`src/rtl/seg_scan_if.sv`:
```
// seg_scan_if: display bus probe plus decoded readback signals
interface seg_scan_if #(parameter int DIGITS = 4) ();
  logic [DIGITS-1:0]   an;
  logic [6:0]          seg;
  logic                clear;
  logic [4*DIGITS-1:0] word_out;
  logic [DIGITS-1:0]   digit_valid;
  logic [DIGITS-1:0]   err_pattern;
  logic                frame_done;
  modport master (output an, seg, clear, input word_out, digit_valid, err_pattern, frame_done);
  modport slave  (input an, seg, clear, output word_out, digit_valid, err_pattern, frame_done);
endinterface

```
`src/rtl/seg_scan_decoder.sv`:
```
// seg_scan_decoder: recovers hex digits from a multiplexed active-low 7-segment bus
module seg_scan_decoder #(
  parameter int DIGITS        = 4,
  parameter int STABLE_CYCLES = 8
) (
  input logic        clk,
  input logic        rst,
  seg_scan_if.slave  bus
);
  typedef enum logic {SCAN, DONE} state_t;
  state_t              state, state_n;
  logic [DIGITS+6:0]   smp;
  logic [7:0]          cnt;
  logic                armed;
  logic [4*DIGITS-1:0] word;
  logic [DIGITS-1:0]   valid, err, seen, cap;
  logic [3:0]          dec;
  logic                legal, clr, chg, fire;
  logic [DIGITS-1:0]   s_an;
  logic [6:0]          s_seg;
  assign clr   = rst | bus.clear;
  assign s_an  = smp[DIGITS+6:7];
  assign s_seg = smp[6:0];
  assign chg   = {bus.an, bus.seg} != smp;
  assign fire  = armed && cnt == 8'(STABLE_CYCLES);
  assign cap   = (fire && $onehot(~s_an)) ? ~s_an : '0;
  // segment pattern to nibble; anything off-table is flagged illegal
  always_comb begin
    dec   = 4'h0;
    legal = 1'b1;
    case (s_seg)
      7'h40: dec = 4'h0;
      7'h79: dec = 4'h1;
      7'h24: dec = 4'h2;
      7'h30: dec = 4'h3;
      7'h19: dec = 4'h4;
      7'h12: dec = 4'h5;
      7'h02: dec = 4'h6;
      7'h78: dec = 4'h7;
      7'h00: dec = 4'h8;
      7'h10: dec = 4'h9;
      7'h08: dec = 4'hA;
      7'h03: dec = 4'hB;
      7'h46: dec = 4'hC;
      7'h21: dec = 4'hD;
      7'h06: dec = 4'hE;
      7'h0E: dec = 4'hF;
      default: legal = 1'b0;
    endcase
  end
  // sample the bus and count how long it has been stable; one capture per stable period
  always_ff @(posedge clk) begin
    if (clr) begin
      smp   <= '1;
      cnt   <= 8'd0;
      armed <= 1'b1;
    end else begin
      smp   <= {bus.an, bus.seg};
      cnt   <= chg ? 8'd1 : (cnt == 8'(STABLE_CYCLES) ? cnt : cnt + 8'd1);
      armed <= chg ? 1'b1 : (fire ? 1'b0 : armed);
    end
  end
  // apply a capture to the selected digit's nibble, valid and error flags
  always_ff @(posedge clk) begin
    if (clr) begin
      word  <= '0;
      valid <= '0;
      err   <= '0;
    end else begin
      for (int i = 0; i < DIGITS; i++)
        if (cap[i] && legal) word[4*i +: 4] <= dec;
      valid <= valid | (legal ? cap : '0);
      err   <= err | (legal ? '0 : cap);
    end
  end
  // frame state register and seen mask; a capture during DONE seeds the next frame
  always_ff @(posedge clk) begin
    if (clr) begin
      state <= SCAN;
      seen  <= '0;
    end else begin
      state <= state_n;
      seen  <= state == DONE ? cap : seen | cap;
    end
  end
  // leave SCAN once every digit has been scanned; DONE lasts a single cycle
  always_comb state_n = (state == SCAN && &seen) ? DONE : SCAN;
  assign bus.word_out    = word;
  assign bus.digit_valid = valid;
  assign bus.err_pattern = err;
  assign bus.frame_done  = state == DONE;
endmodule

```
`src/flat_wrapper.sv`:
```
// flat-port wrapper written by rule: the top's interface ports become plain ports
module seg_scan_decoder_flat 
#(
  parameter int DIGITS        = 4,
  parameter int STABLE_CYCLES = 8
)
  (clk, rst, bus_an, bus_seg, bus_clear, bus_word_out, bus_digit_valid, bus_err_pattern, bus_frame_done);
  seg_scan_if #(.DIGITS(DIGITS)) bus_i ();
  input logic clk;
  input logic rst;
  input wire logic [$bits(bus_i.an)-1:0] bus_an;
  input wire logic [$bits(bus_i.seg)-1:0] bus_seg;
  input wire logic [$bits(bus_i.clear)-1:0] bus_clear;
  output wire logic [$bits(bus_i.word_out)-1:0] bus_word_out;
  output wire logic [$bits(bus_i.digit_valid)-1:0] bus_digit_valid;
  output wire logic [$bits(bus_i.err_pattern)-1:0] bus_err_pattern;
  output wire logic [$bits(bus_i.frame_done)-1:0] bus_frame_done;
  assign bus_i.an = bus_an;
  assign bus_i.seg = bus_seg;
  assign bus_i.clear = bus_clear;
  assign bus_word_out = bus_i.word_out;
  assign bus_digit_valid = bus_i.digit_valid;
  assign bus_err_pattern = bus_i.err_pattern;
  assign bus_frame_done = bus_i.frame_done;
  seg_scan_decoder #(.DIGITS(DIGITS), .STABLE_CYCLES(STABLE_CYCLES)) u_core (.clk(clk), .rst(rst), .bus(bus_i));
endmodule
```
`config.mk`:
```
export PLATFORM = sky130hd
export DESIGN_NAME = seg_scan_decoder_flat
export DESIGN_NICKNAME = d
export VERILOG_FILES = /design/src/rtl/seg_scan_if.sv /design/src/rtl/seg_scan_decoder.sv /design/src/flat_wrapper.sv
export SDC_FILE = /design/constraint.sdc
export NUM_CORES = 1
export LEC_CHECK = 0
export CAP_MARGIN = 20
export CORE_MARGIN = 4
export CORE_UTILIZATION = 48
export CTS_CLUSTER_DIAMETER = 100
export DETAILED_ROUTE_END_ITERATION = 7
export PLACE_DENSITY = 0.76
export SYNTH_ARGS = -nofsm -noshare
export SYNTH_HDL_FRONTEND = slang
export SYNTH_SLANG_ARGS = --single-unit
```
`constraint.sdc`:
```
create_clock -name clk -period 2.91 [get_ports clk]
set_input_delay 0.582 -clock clk [delete_from_list [all_inputs] [get_ports clk]]
set_output_delay 0.582 -clock clk [all_outputs]
set_load 0.005 [all_outputs]
```
==> flow_summary.yaml, run 1 <==
grt:
  grt_pass1_wl_mm: 9.16
  grt_pass1_vias: 1953
  grt_use_total_pct: 18.6
  antenna_found_initial: 0
  grt_max_degree: 21
  grt_overflow_total: 0
timing:
  drv_slew: 0
  finalHoldViolCount: 0
  period_needed_ns: 2.81
  final.period_utilization_pct: 96.7
  fmax_mhz: 355
  worst_clock_skew_ns: 0.00631
  worstMarginPinSlew_ns: 0.792
  setup_viol: 0
  slew_headroom_pct: 47.1
synthesis:
  synth_adder_area_share_pct: 3.45
  yosys-top-cells-area: "dfxtp_1, xor2_1, a32o_1, nor2_1, or3_1"
  synth_edf_count: 0
  synth-xor-area-share_pct: 7.33
  ys.flop_type: "dfxtp_1"
  ys_seq_area_share_pct: 41.0
  synth_nets: 269
  yosysMostFrequentCell: "dfxtp_1"
  syn_avg_cell_area_sq_um: 9.60
  synthCells: 249
  synth_top_family_by_area: "simple AND/OR/NAND/NOR gates"
  muxShareOfSynthArea_pct: 0
  netlist-cell-type-count: 50
  async_flop_share_pct: 0
  synth_top_area_share_pct: 41.0
  yosysTopAreaCell: "dfxtp_1"
  synth_area_sq_mm: 0.00239
  yosys_warnings: 0
  synth_compound_gate_area_share_pct: 21.2
  synthTopCellsByCount: "dfxtp_1, nor2_1, xor2_1"
  ys_ff_latch: 49
  yosys.area_share.simple_pct: 22.3
worst_setup_path:
  cp_max_fo: 4
  worstPathArrival_ns: 3.06
  worst_setup_path_start_kind: "register"
  crit_start: "u_core.smp[7]$_SDFF_PP1_"
  worstSetupEndpointType: "register"
  crit_required_ns: 3.16
  regToRegStartpoint: "u_core.smp[7]$_SDFF_PP1_"
  critPathKind: "register to register"
clocking:
  cts_inserted_buffers: 5
  cts_tree: "done"
  postCtsSetupBuffers: 0
  cts-root-buf: "clkbuf_8"
  clk_latency_ns: 0.30
  htree_num_levels: 2
  cts-resized-gates: 0
  path_clk_slew_ns: 0.09
  holdBufCountCts: 0
  cts_buffer_depth: 2
  clock_sinks: 49
detailed_routing:
  via_per_inst: 5.91
  firstDrtPassIters: 4
  drt_iter0_markers: 143
  dr_total_vias: 2067
  drc_errors: 0
  routed_wl_mm: 5.50
  routedWlPerCell_um: 15.7
  ant_nets: 0
floorplan:
  die_y_um: 78.6
  die_area_sq_mm: 0.00617
  ioPinCount: 39
  row_count: 25
  start_util_pct: 50.0
  die_w_um: 78.6
  core_sq_mm: 0.00479
placement:
  gp_congestion: 0.795
  dpl_cell_area_sq_mm: 0.00280
  dp_hpwl_mm: 4.03
  io_buffers: 38
power:
  leakagePower_nw: 1.10
  p_total_mw: 1.29
  power.density_mw_per_mm2: 432
  vdd_drop_max_mv: 0.217
cells_and_area:
  drive_gt1_share_pct: 12.4
  post-route-util_pct: 62.1
  antennaDiodeCount: 0
  final_cell_area_sq_mm: 0.00297
  synthToLayoutAreaGrowth_pct: 24.4
  nets: 302
flow_run:
  drv_cap: 0
status:
  status: "finished, final reports clean"
hold_path:
  hp-start: "u_core.armed$_SDFFE_PP1N_"
  hold_class: "register to register"
## cells by family after synthesis
logic type | Yosys count
compound gates | 62
xor+xnor | 20
fa+ha+maj | 6
buf+inv | 23
flops | 49
simple gates | 89
## critical path, stage by stage, from the launching register on
cell and delay [ns]:
dfxtp_1 0.39, inv_1 0.09, ha_1 0.31, ha_1 0.22
fa_1 0.48, nor4bb_4 0.35, buf_4 0.19, nand4_1 0.23
a31oi_2 0.28, o221a_2 0.22
## sequential cells by signal, summed over array words and instances, names as in the netlist
name,flops
u_core.bus.word_out,16
u_core.smp,11
u_core.cnt,8
u_core.bus.digit_valid,4
u_core.bus.err_pattern,4
u_core.seen,4
u_core.armed,1
u_core.bus.frame_done,1
## stage by stage
stage                     setup WS, ns  TNS (ns)  hold slack [ns]  std cells
after floorplan                  0.219         0            0.418        249
after global placement           0.211         0            0.442        342
after detailed placement         0.136         0            0.443        342
after CTS                       0.0896         0            0.464        350
after global routing           -0.0716    -0.325            0.497        350
final                           0.0970         0            0.473        350
## worst paths after layout
kind | to | slack [ns] | cells after the start
setup / recovery | u_core.bus.word_out[4]$_SDFFE_PP0P_ | 0.1 | 9
hold / removal | u_core.armed$_SDFFE_PP1N_ | 0.47 | 1
setup reg to reg | u_core.bus.word_out[4]$_SDFFE_PP0P_ | 0.1 | 9
hold reg to reg | u_core.armed$_SDFFE_PP1N_ | 0.47 | 1
## layout by cell type (no fill, tap or decap), types with 6 or more instances in the layout
master	n
or3_1	11
nand4_1	7
nor2_1	17
clkdlybuf4s50_1	38
clkbuf_8	6
o21a_1	6
dfxtp_1	49
o31ai_1	8
nand3_1	8
xor2_1	18
a32o_1	13
inv_1	8
nand2b_1	6
## routing by layer
| metal | up-vias | global-route usage [%] | part of all wire [%] | routed length, um |
|---|---|---|---|---|
| met5 | - | 0 | 0 | 0 |
| met4 | 0 | 6.12 | 1.4 | 77 |
| met3 | 8 | 4.24 | 6.0 | 332 |
| met2 | 67 | 30.5 | 48 | 2640 |
| met1 | 984 | 24.1 | 45 | 2460 |
| li1 | 1008 | - | - | - |
## where the power goes
group | switching, mW | internal [mW] | total (mW) | leakage (nW)
registers | 0.0176 | 0.677 | 0.694 | 0.397
logic | 0.0408 | 0.0449 | 0.0857 | 0.643
clock network | 0.226 | 0.280 | 0.505 | 0.0574
## cell type report
class                   count  area (sq um)
well taps                  67          83.8
flip-flops and latches     49           981
fillers                   407          1810
multi-input cells         177          1360
clock buffers               6          82.6
clock inverters             2          37.5
inverters                   8          30.0
repair buffers             41           403
Note: power is estimated with default switching activity, not from simulation.
==> run 2: changes to the inputs <==
--- a/config.mk
+++ b/config.mk
@@ -10,6 +10,7 @@
 export CORE_UTILIZATION = 48
 export CTS_CLUSTER_DIAMETER = 100
 export DETAILED_ROUTE_END_ITERATION = 7
+export GPL_ROUTABILITY_DRIVEN = 0
 export PLACE_DENSITY = 0.76
 export SYNTH_ARGS = -nofsm -noshare
 export SYNTH_HDL_FRONTEND = slang
==> constraint.sdc (replaced) <==
create_clock -name clk -period 2.4 [get_ports clk]
set_input_delay 0.48 -clock clk [delete_from_list [all_inputs] [get_ports clk]]
set_output_delay 0.48 -clock clk [all_outputs]
set_load 0.005 [all_outputs]
==> flow_summary.yaml, run 2 (synthesis results as in run 1) <==
clocking:
  cts_tree: "done"
  cts_buffer_depth: 2
  cts-root-buf: "clkbuf_8"
  path_clk_slew_ns: 0.09
  clk_latency_ns: 0.31
  htree_num_levels: 2
  holdBufCountCts: 0
  cts_inserted_buffers: 5
  clock_sinks: 49
hold_path:
  hold_class: "register to register"
timing:
  drv_slew: 0
  period_needed_ns: 2.48
  final.period_utilization_pct: 103
  fin_ws_ns: -0.0826
  grt_setup_unrepaired: "yes"
  fmax_mhz: 403
  worstMarginPinSlew_ns: 0.643
  finalHoldViolCount: 0
  worst_clock_skew_ns: 0.00634
  setup_viol: 20
  hold_ws_ns: 0.465
  slew_headroom_pct: 57.2
power:
  power.density_mw_per_mm2: 444
  vdd_drop_max_mv: 0.351
  p_total_mw: 1.45
  leakagePower_nw: 1.17
worst_setup_path:
  cp_max_fo: 5
  crit_required_ns: 2.66
  crit_slowest_cell: "fa_1"
  worst_setup_path_start_kind: "register"
  crit_top_cell: "ha_4"
  max_stage_delay_ns: 0.48
  crit_chain: "inv_4 > ha_4 > ha_4 > fa_1 > nor4bb_4 > buf_4 > nand4_1 > a31oi_2 > o221a_2"
  worstSetupEndpointType: "register"
  worstPathArrival_ns: 2.74
  critPathKind: "register to register"
floorplan:
  ioPinCount: 39
  core_sq_mm: 0.00479
  start_util_pct: 50.0
  die_y_um: 78.6
  die_w_um: 78.6
  row_count: 25
  die_area_sq_mm: 0.00617
placement:
  placed_cells: 362
  dp_hpwl_mm: 4.33
  place_ws_ns: -0.0872
  io_buffers: 38
grt:
  grt_use_total_pct: 20.0
  grt_pass1_wl_mm: 10.1
  grt_pass1_vias: 2138
  grt_max_degree: 21
  antenna_found_initial: 0
  grt_overflow_total: 0
detailed_routing:
  firstDrtPassIters: 4
  dr_total_vias: 2145
  drc_errors: 0
  highest_layer: "met4"
  routedWlPerCell_um: 16.3
  via_per_inst: 5.75
  drt_iter0_markers: 147
  wl_met2_mm: 3.19
  routed_wl_mm: 6.09
  wl_met3_um: 238
  wl_met1_mm: 2.58
  ant_nets: 0
status:
  violations: "negative setup slack"
  status: "finished, violations left"
cells_and_area:
  seqCellArea_sq_um: 991
  drive_gt1_share_pct: 26.8
  layout_common_cells: "dfxtp_1, clkdlybuf4s50_1, buf_4"
  nets: 325
  synthToLayoutAreaGrowth_pct: 36.6
  antennaDiodeCount: 0
  largest_register_ffs: 16
  fillers: 393
  final_common_cell: "dfxtp_1"
  multi_input_area_sq_mm: 0.00148
  fin_cells: 373
  post-route-util_pct: 68.2
flow_run:
  drv_cap: 0
-- run 2: layer usage --
layer / vias to the layer above / global-route usage (%)
li1: 1045 / -
met1: 1035 / 24.6
met2: 52 / 35.5
met3: 13 / 4.13
met4: 0 / 5.24
met5: - / 0
-- run 2: layout make-up --
cell class              count  share of cell area, %
multi-input cells         177                   45.4
repair buffers             64                   18.1
flip-flops and latches     49                   30.3
inverters                   8                  0.996
clock inverters             3                  0.498
well taps                  67                   2.57
clock buffers               5                   2.11
-- run 2: worst max-delay path, delay by kind of cell (launching register included) --
kind | cells | cell delay [ns]
adder cells (fa/ha/maj) | 3 | 0.88
AO/OA/AOI/OAI | 2 | 0.49
AND/OR/NAND/NOR | 2 | 0.48
flip-flops | 1 | 0.37
buffers and inverters | 2 | 0.22
-- run 2: per-stage QoR --
stage,cell area [sq um],TNS [ns]
5_1_grt,3270,-2.88
2_1_floorplan,2520,-0.406
3_3_place_gp,3070,-0.0965
6_report,3270,-1.00
4_1_cts,3200,-0.187
3_5_place_dp,3070,-0.890
-- run 2: timing repair --
action | in CTS | in global routing
endpoints found under the setup margin | 18 | 26
pin swaps | 12 | 9
gates resized for setup | 2 | 16
gates cloned | 0 | 0
setup buffers | 4 | 0
-- run 2: final timing paths --
path,startpoint,end,slack [ns],cells past startpoint
min,u_core.seen[1]$_SDFF_PP0_,u_core.bus.frame_done$_SDFF_PP0_,0.47,2
max reg2reg,u_core.smp[9]$_SDFF_PP1_,u_core.bus.word_out[4]$_SDFFE_PP0P_,-0.08,9
max,u_core.smp[9]$_SDFF_PP1_,u_core.bus.word_out[4]$_SDFFE_PP0P_,-0.08,9
min reg2reg,u_core.seen[1]$_SDFF_PP0_,u_core.bus.frame_done$_SDFF_PP0_,0.47,2
-- run 2: report_power, final --
part | internal (mW) | switching [mW] | leakage, nW
registers | 0.820 | 0.0184 | 0.396
clock network | 0.202 | 0.277 | 0.0482
logic | 0.0703 | 0.0626 | 0.723
==> run 3: changes to the inputs <==
--- a/config.mk
+++ b/config.mk
@@ -7,11 +7,13 @@
 export LEC_CHECK = 0
 export CAP_MARGIN = 20
 export CORE_MARGIN = 4
-export CORE_UTILIZATION = 48
+export CORE_UTILIZATION = 50
+export CTS_BUF_LIST = sky130_fd_sc_hd__clkbuf_2
 export CTS_CLUSTER_DIAMETER = 100
 export DETAILED_ROUTE_END_ITERATION = 7
 export GPL_ROUTABILITY_DRIVEN = 0
-export PLACE_DENSITY = 0.76
+export PLACE_DENSITY = 0.78
+export SLEW_MARGIN = 20
 export SYNTH_ARGS = -nofsm -noshare
 export SYNTH_HDL_FRONTEND = slang
 export SYNTH_SLANG_ARGS = --single-unit
==> flow_summary.yaml, run 3 (synthesis results as in run 1) <==
timing:
  fmax_mhz: 387
  final.period_utilization_pct: 108
  slew_headroom_pct: 59.8
  period_needed_ns: 2.58
  hold_ws_ns: 0.471
  setup_viol: 22
  finalHoldViolCount: 0
  fin_ws_ns: -0.182
  worstMarginPinSlew_ns: 0.597
  worst_clock_skew_ns: 0.00496
  grt_setup_unrepaired: "yes"
  drv_slew: 0
floorplan:
  row_count: 24
  start_util_pct: 53.1
  die_area_sq_mm: 0.00595
  die_w_um: 77.2
  die_y_um: 77.2
  core_sq_mm: 0.00450
  ioPinCount: 39
cells_and_area:
  fillers: 317
  antennaDiodeCount: 0
  drive_gt1_share_pct: 26.9
  synthToLayoutAreaGrowth_pct: 37.2
  largest_register_ffs: 16
  layout_common_cells: "dfxtp_1, clkdlybuf4s50_1, buf_4"
  nets: 331
  final_common_cell: "dfxtp_1"
  final_cell_area_sq_mm: 0.00328
worst_setup_path:
  worstPathArrival_ns: 2.93
  crit_slowest_cell: "fa_1"
  worstSetupEndpointType: "register"
  crit_top_cell: "ha_4"
  crit_chain: "inv_4 > ha_4 > ha_4 > fa_1 > nor4bb_4 > buf_4 > nand3_4 > nor2_4 > o31ai_2 > a32o_1"
  critPathKind: "register to register"
  crit_required_ns: 2.75
  crit_buf_inv: 2
  max_stage_delay_ns: 0.49
  worst_setup_path_start_kind: "register"
  cp_max_fo: 4
  path_delay_family: "adder cells"
grt:
  grt_overflow_total: 0
  grt_pass1_vias: 2106
  antenna_found_initial: 0
  grt_use_total_pct: 19.9
  grt_max_degree: 21
  grt_pass1_wl_mm: 9.80
clocking:
  clock_sinks: 49
  htree_num_levels: 2
  cts_buffer_depth: 2
  cts_tree: "done"
  cts-root-buf: "clkbuf_2"
  clk_latency_ns: 0.41
  cts_inserted_buffers: 5
  path_clk_slew_ns: 0.24
placement:
  dpl_cell_area_sq_mm: 0.00306
  io_buffers: 38
  dp_hpwl_mm: 4.26
detailed_routing:
  routed_wl_mm: 5.76
  ant_nets: 0
  firstDrtPassIters: 4
  routedWlPerCell_um: 15.8
  drt_iter0_markers: 157
  dr_total_vias: 2215
  drc_errors: 0
  via_per_inst: 6.09
hold_path:
  hold_class: "register to register"
power:
  leakagePower_nw: 1.16
  power.density_mw_per_mm2: 430
  vdd_drop_max_mv: 0.240
status:
  violations: "negative setup slack"
  status: "finished, violations left"
flow_run:
  drv_cap: 0
## run 3: changes by cell type in the layout (fill, tap and decap cells not counted), moves of 3 or more
cell,delta
buf_4,+6
clkbuf_2,+5
clkbuf_8,-5
a31oi_2,-3
o31ai_1,-3
o31ai_2,+3
## run 3: area by class of cell
type                       count  area, sq um  share of cell area (%)
multi-input combinational    177         1490                    45.3
sequential                    49          991                    30.2
timing repair buffer          70          636                    19.4
tap                           52         65.1                    1.98
clock inverter                 3         41.3                    1.26
inverter                       8         35.0                    1.07
clock buffer                   5         25.0                   0.763
## run 3: worst register-to-register path, cell delays in order, from the launching register on
cell and delay [ns]:
dfxtp_4 0.42, inv_4 0.04, ha_4 0.23, ha_4 0.16, fa_1 0.49, nor4bb_4 0.36
buf_4 0.18, nand3_4 0.14, nor2_4 0.16, o31ai_2 0.08, a32o_1 0.26
## run 3: per-stage QoR
| stage | worst slack [ns] | total power, mW | instances | util, % | setup TNS [ns] |
|---|---|---|---|---|---|
| after floorplan | -0.0354 | 0.929 | 249 | - | -0.406 |
| after global placement | -0.111 | 0.982 | 347 | 67.8 | -1.32 |
| after detailed placement | -0.151 | 0.985 | 347 | 67.8 | -2.02 |
| after CTS | -0.163 | 1.42 | 360 | 71.3 | -2.25 |
| after global routing | -0.311 | 1.47 | 364 | 72.8 | -6.24 |
| final | -0.182 | 1.41 | 364 | 72.8 | -2.83 |
## run 3: final timing paths
kind / end / slack [ns] / depth (start not counted) / start
setup / recovery: u_core.bus.word_out[3]$_SDFFE_PP0P_ / -0.18 / 10 / u_core.smp[7]$_SDFF_PP1_
hold reg to reg: u_core.bus.frame_done$_SDFF_PP0_ / 0.47 / 2 / u_core.seen[1]$_SDFF_PP0_
setup reg to reg: u_core.bus.word_out[3]$_SDFFE_PP0P_ / -0.18 / 10 / u_core.smp[7]$_SDFF_PP1_
hold / removal: u_core.bus.frame_done$_SDFF_PP0_ / 0.47 / 2 / u_core.seen[1]$_SDFF_PP0_
## run 3: report_power, final
part,internal [mW],switching (mW)
clock network,0.172,0.258
registers,0.823,0.0186
logic,0.0754,0.0628
## run 3: layer usage
metal | share of wire, % | GRT usage (%)
met1 | 42 | 24.8
met2 | 50 | 34.5
met3 | 6.1 | 3.75
met4 | 2.0 | 6.41
met5 | 0 | 0
## run 3: repair_timing
action,4_1_cts,5_1_grt
buffers inserted,6,5
endpoints found under the setup margin,26,27
pin swaps,17,12
hold buffers,0,0
gates resized for setup,9,9
